`src/rtl/fir_frame_ctrl.sv`:
```
// Frame sequencer in front of fir8: flushes the delay line with TAPS zeros, streams
// frame_len source samples, forwards only the outputs of those samples, then pulses done.
module fir_frame_ctrl #(
    parameter int TAPS     = 8,
    parameter int LEN_W    = 16,
    parameter int DRAIN_TO = 256
) (
    input  logic             clk,
    input  logic             rst_n,
    input  logic             start,
    input  logic             abort,
    input  logic [LEN_W-1:0] frame_len,
    input  logic [15:0]      src_data,
    input  logic             src_valid,
    output logic             src_ready,
    output logic [15:0]      fir_sample_in,
    output logic             fir_valid_in,
    input  logic             fir_ready_in,
    input  logic [15:0]      fir_sample_out,
    input  logic             fir_valid_out,
    output logic [15:0]      dst_data,
    output logic             dst_valid,
    output logic             busy,
    output logic             done,
    output logic             timeout,
    output logic [LEN_W-1:0] out_count,
    output logic [LEN_W-1:0] clip_count
);

    localparam int CNT_W = $clog2(TAPS + 1);
    localparam int WD_W  = $clog2(DRAIN_TO);
    localparam logic [CNT_W-1:0] TAPS_C  = CNT_W'(TAPS);
    localparam logic [CNT_W-1:0] TAPS_M1 = CNT_W'(TAPS - 1);
    localparam logic [WD_W-1:0]  WD_LAST = WD_W'(DRAIN_TO - 1);

    typedef enum logic [2:0] {IDLE, FLUSH, RUN, DRAIN, DONE} state_t;

    state_t           state, state_nxt;
    logic [LEN_W-1:0] len_q, in_cnt, out_nxt;
    logic [CNT_W-1:0] flush_cnt, disc_cnt, disc_nxt;
    logic [WD_W-1:0]  wd_cnt;
    logic             start_ok, accept_flush, accept_run, active;
    logic             discard, forward, final_out, wd_expire, is_clip;

    // Classification of the current cycle; reads only registers and inputs.
    always_comb begin
        start_ok     = (state == IDLE) && start && !abort;
        accept_flush = (state == FLUSH) && fir_ready_in;
        accept_run   = (state == RUN) && src_valid && fir_ready_in;
        active       = ((state == FLUSH) || (state == RUN) || (state == DRAIN)) && !abort;
        discard      = active && fir_valid_out && (disc_cnt != TAPS_C);
        forward      = active && fir_valid_out && (disc_cnt == TAPS_C) && (out_count < len_q);
        disc_nxt     = disc_cnt + CNT_W'(discard);
        out_nxt      = out_count + LEN_W'(forward);
        final_out    = (disc_nxt == TAPS_C) && (out_nxt == len_q);
        wd_expire    = !fir_valid_out && (wd_cnt == WD_LAST);
        is_clip      = (fir_sample_out == 16'h7FFF) || (fir_sample_out == 16'h8000);
    end

    always_ff @(posedge clk or negedge rst_n) begin
        if (!rst_n) state <= IDLE;
        else        state <= state_nxt;
    end

    always_comb begin
        // NOTE: every output gets a default before the case so no path infers a latch.
        state_nxt     = state;
        src_ready     = 1'b0;
        fir_valid_in  = 1'b0;
        fir_sample_in = 16'h0000;
        done          = 1'b0;
        busy          = (state != IDLE);
        case (state)
            IDLE: begin
                if (start_ok) state_nxt = FLUSH;
            end
            FLUSH: begin
                fir_valid_in = 1'b1;
                if (accept_flush && (flush_cnt == TAPS_M1))
                    state_nxt = (len_q == '0) ? DRAIN : RUN;
            end
            RUN: begin
                fir_sample_in = src_data;
                fir_valid_in  = src_valid;
                src_ready     = fir_ready_in;
                if (accept_run && (in_cnt == len_q - LEN_W'(1))) state_nxt = DRAIN;
            end
            DRAIN: begin
                if (final_out || wd_expire) state_nxt = DONE;
            end
            DONE: begin
                done      = 1'b1;
                state_nxt = IDLE;
            end
            default: state_nxt = IDLE;
        endcase
        if (abort) state_nxt = IDLE;
    end

    always_ff @(posedge clk or negedge rst_n) begin
        if (!rst_n) begin
            len_q      <= '0;
            in_cnt     <= '0;
            flush_cnt  <= '0;
            disc_cnt   <= '0;
            wd_cnt     <= '0;
            out_count  <= '0;
            clip_count <= '0;
            timeout    <= 1'b0;
            dst_data   <= 16'h0000;
            dst_valid  <= 1'b0;
        end else begin
            // NOTE: non-blocking throughout so every register sees pre-edge values.
            dst_valid <= forward;
            if (forward) dst_data <= fir_sample_out;
            if (start_ok) begin
                len_q      <= frame_len;
                in_cnt     <= '0;
                flush_cnt  <= '0;
                disc_cnt   <= '0;
                out_count  <= '0;
                clip_count <= '0;
                timeout    <= 1'b0;
            end else begin
                if (accept_flush && !abort) flush_cnt <= flush_cnt + CNT_W'(1);
                if (accept_run && !abort)   in_cnt    <= in_cnt + LEN_W'(1);
                disc_cnt  <= disc_nxt;
                out_count <= out_nxt;
                if (forward && is_clip && (clip_count != '1))
                    clip_count <= clip_count + LEN_W'(1);
                if ((state == DRAIN) && !abort && !final_out && wd_expire)
                    timeout <= 1'b1;
            end
            // Watchdog only measures silence inside DRAIN.
            if ((state != DRAIN) || fir_valid_out) wd_cnt <= '0;
            else                                   wd_cnt <= wd_cnt + WD_W'(1);
        end
    end

endmodule

```
`config.mk`:
```
export PLATFORM = sky130hd
export DESIGN_NAME = fir_frame_ctrl
export DESIGN_NICKNAME = d
export VERILOG_FILES = /design/src/rtl/fir_frame_ctrl.sv
export SDC_FILE = /design/constraint.sdc
export NUM_CORES = 1
export LEC_CHECK = 0
export BUFFER_PORTS_ARGS = -buffer_cell sky130_fd_sc_hd__clkbuf_2
export CELL_PAD_IN_SITES_DETAIL_PLACEMENT = 1
export CELL_PAD_IN_SITES_GLOBAL_PLACEMENT = 2
export CORE_MARGIN = 2
export CORE_UTILIZATION = 37
export DETAILED_ROUTE_END_ITERATION = 12
export GPL_TIMING_DRIVEN = 0
export PLACE_DENSITY_LB_ADDON = 0.1
export SLEW_MARGIN = 15
export SYNTH_ARGS = -nofsm -noshare
export SYNTH_HDL_FRONTEND = slang
export SYNTH_SLANG_ARGS = --single-unit
```
`constraint.sdc`:
```
create_clock -name clk -period 6.66 [get_ports clk]
set_clock_uncertainty 0.15 [all_clocks]
set_input_delay 1.998 -clock clk [delete_from_list [all_inputs] [get_ports clk]]
set_output_delay 1.998 -clock clk [all_outputs]
set_load 0.03 [all_outputs]
```
==> summary.txt <==
STA
  – Slew Viols, Final: 0
  – Unrepaired setup endpoints after global routing: no
  – Fraction of the cycle the final worst path needs: 0.945
  – Final Hold Vio Count: 0
  – Final Critical Period: 6.30 ns
  – Max Fclk: 159 MHz
  – Rel. slew slack: 0.374
  – Worst Max-Slew Pin Slew: 0.931 ns
  – Final setup viols: 0
  – Hold_ws: 0.314 ns

Clock tree
  – Clock root cell: clkbuf_16
  – Post-CTS setup buffers: 0
  – H-tree lvl count: 3
  – Clk Latency, worst-skew pair: 0.37 ns
  – Post-CTS Hold Buffers: 0
  – Clock transition at path regs: 0.08 ns
  – Clk buf depth: 2
  – CTS Buf Count: 9
  – TritonCTS clock tree: yes
  – Clock Sinks: 101

Placed design
  – Routability cong.: 0.832
  – IO Port Bufs: 124
  – Cells after DPL: 1,043
  – Detailed Place HPWL: 15.1 mm

Setup path
  – Worst EP required: 6.77 ns
  – Crit Path Category: in2reg
  – Crit start category: input port
  – CP Capture Type: flip-flop
  – Critical path arrival: 6.40 ns
  – CP max FO: 12

Yosys
  – Unique masters post-synth: 67
  – Top-area cell type share of the netlist area: 0.396
  – Post-Syn Area per Cell: 9.13 sq um
  – Ranking of synthesized cells by area: dfrtp_1 40%, xnor2_1 5.5%, ha_1 4.7%
  – Sequential area share after synthesis: 0.396
  – Post-synth EDFFs: 0
  – Synth area leader: dfrtp_1
  – Number of register bits inferred by synthesis: 101
  – Post-synth ARST share: 1.00
  – Cell Area, Synth: 0.00637 sq mm
  – Dominant synthesized flop cell: dfrtp_1
  – Post-Syn Nets: 777
  – Post-Synthesis Cells: 698
  – Synth warn: 0

Cells and area
  – P&R area growth vs syn: 19.4%
  – Diodes inserted: 0
  – Fraction of layout cells with a size suffix above 1: 0.217
  – Nets@finish: 913
  – Non-Filler Instances: 1,059

Power
  – Pwr Density: 218 mW/mm^2
  – Switching Power: 0.000576 W
  – Power Total: 0.00166 W
  – Clock power frac: 0.332
  – Pint: 0.00108 W
  – Worst vdd rail ir drop: 0.000156 V
  – Switching share of power: 0.347
  – Leakage power: 3.48 nW
  – Sequential share of power: 0.411
  – Combinational share of power: 0.258

Global route
  – First-pass GRT wire length: 32.4 mm
  – Vias in the first global route: 6,097
  – Total gr overflow: 0
  – Initial antenna violation count: 0
  – Largest net degree at the start of global routing: 70
  – Total Routing Usage GR: 0.226

Detailed routing
  – Via count of the routed design: 5,864
  – Detail Route Antenna Nets: 0
  – Wirelength per Cell: 18.8 microns
  – Remaining DRCs: 0
  – DRT Pass-1 Iters: 4
  – Vias/cell: 5.54
  – Routed WL: 19.9 mm
  – Initial DRC count: 198

Die
  – Starting Density: 0.382
  – I/O pin total: 125
  – Die X: 135 microns
  – Row count: 47
  – Die Height: 135 microns
  – Core area: 0.0167 sq mm
  – DIE AREA: 0.0183 sq mm

Run status
  – Outcome: completed

Flow run
  – Total of max-cap violations: 0

Worst hold path
  – Hold WC Path Type: reg2reg
## power groups by stage
stage               combinational (W)  sequential [W]  clock, W
global route                 0.000478        0.000688  0.000590
global placement             0.000408        0.000691         0
CTS                          0.000430        0.000682  0.000570
detailed placement           0.000427        0.000693         0
finish                       0.000428        0.000682  0.000550
floorplan                    0.000295        0.000682         0
## state kept, by name, indices dropped and copies added (netlist names)
register	flops
out_count	16
len_q	16
disc_cnt	4
dst_data	16
state	3
flush_cnt	4
wd_cnt	8
timeout	1
dst_valid	1
clip_count	16
in_cnt	16
## Yosys cell counts (2+ instances only)
cell,count
nand2b_1,4
o211ai_1,2
inv_1,22
a2111oi_0,2
a31oi_1,5
nand3_1,33
or3_1,16
and2_1,22
and3_1,11
xnor3_1,3
nand4_1,30
clkbuf_1,27
nor2b_1,9
buf_6,2
o221ai_1,2
ha_1,24
buf_1,2
nor4_1,13
or2_2,2
o21a_1,4
nor2_1,65
nand2_1,51
dfrtp_1,101
mux2i_1,2
a21boi_0,4
o31ai_1,7
and4_1,8
nor4b_1,4
buf_2,7
xor2_1,24
o2111ai_1,2
o21ai_0,41
nor3_1,10
mux2_2,17
o2111a_1,2
xnor2_1,40
nor3b_1,7
nand4b_1,2
a21oi_1,34
or4_4,3
or4_1,2
a21o_1,4
a22o_1,2
## cell type report
class                           count  area, sq um
Buffer                             40          181
Clock buffer                        9          225
Clock inverter                      7         77.6
Fill cell                        2067         9090
Inverter                           22         82.6
Multi-Input combinational cell    535         3590
Sequential cell                   101         2530
Tap cell                          220          275
Timing Repair Buffer              125          657
## worst max-delay path, cell delays in order
cell and delay, ns:
clkbuf_2 0.09, or2_2 0.28, clkbuf_1 0.19, nor2_1 0.16, nand2_1 0.15, a21oi_1 0.19
nand3_1 0.11, nor2_2 0.34, buf_2 0.40, ha_1 0.30, nand4_1 0.30, nor4_1 0.67
xnor3_1 0.24, o2111a_1 0.20, nand4_1 0.22, nand2_1 0.19, o21ai_2 0.09, mux2_4 0.30
## path summary, 6_finish.rpt
| path | cells past startpoint | from | slack [ns] | end |
|---|---|---|---|---|
| worst max-delay path | 18 | abort | 0.36 | state[0] |
| worst min-delay path | 1 | wd_cnt[0] | 0.31 | wd_cnt[0] |
| worst max register to register | 18 | len_q[5] | 1.09 | state[0] |
| worst min register to register | 1 | wd_cnt[0] | 0.31 | wd_cnt[0] |
| max in group asynchronous | 2 | rst_n | 4.32 | state[2] |
| min in group asynchronous | 1 | rst_n | 1.37 | len_q[9] |
## timing repair
action	in CTS	in global routing
gates resized for setup	0	1
hold endpoints to repair	0	0
endpoints found under the setup margin	0	1
## cells in the final DEF, fill, tap and decap left out, types with 7 or more instances in the layout
cell       instances
clkbuf_16          9
nor3_1            10
and3_1            11
nand3_1           33
nor3b_1            7
o21ai_0           41
nor4_1            13
nand2_1           51
a21oi_1           34
nor2b_1            9
o31ai_1            7
clkbuf_1          27
nor2_1            64
and4_1             8
inv_1             22
clkbuf_2         123
nand4_1           30
buf_2              7
xor2_1            24
dfrtp_1          101
ha_1              24
xnor2_1           40
mux2_2            17
or3_1             16
and2_1            22
## cell families (layout without fill, tap and decap cells)
family | Yosys count | after routing | synth area share
simple gates | 299 | 299 | 0.254
compound gates | 124 | 124 | 0.124
flops | 101 | 101 | 0.396
xor+xnor | 68 | 68 | 0.101
buf+inv | 62 | 203 | 0.0414
fa+ha+maj | 24 | 24 | 0.0471
mux | 20 | 20 | 0.0355
## stage by stage
step / util / instance area [sq um] / TNS (ns) / setup WS (ns)
finish: 0.456 / 7610 / 0 / 0.364
floorplan: - / 6370 / 0 / 0.923
global route: 0.456 / 7610 / 0 / 0.0419
detailed placement: 0.438 / 7310 / -0.376 / -0.301
global placement: 0.435 / 7270 / -0.147 / -0.147
CTS: 0.456 / 7610 / 0 / 0.0775
## metal layers
layer / up-vias / track usage / wire, microns
li1: 2768 / - / -
met1: 2939 / 0.300 / 9010
met2: 132 / 0.384 / 9710
met3: 25 / 0.0389 / 907
met4: 0 / 0.0619 / 277
met5: - / 0 / 0
Note: power is estimated with default switching activity, not from simulation.
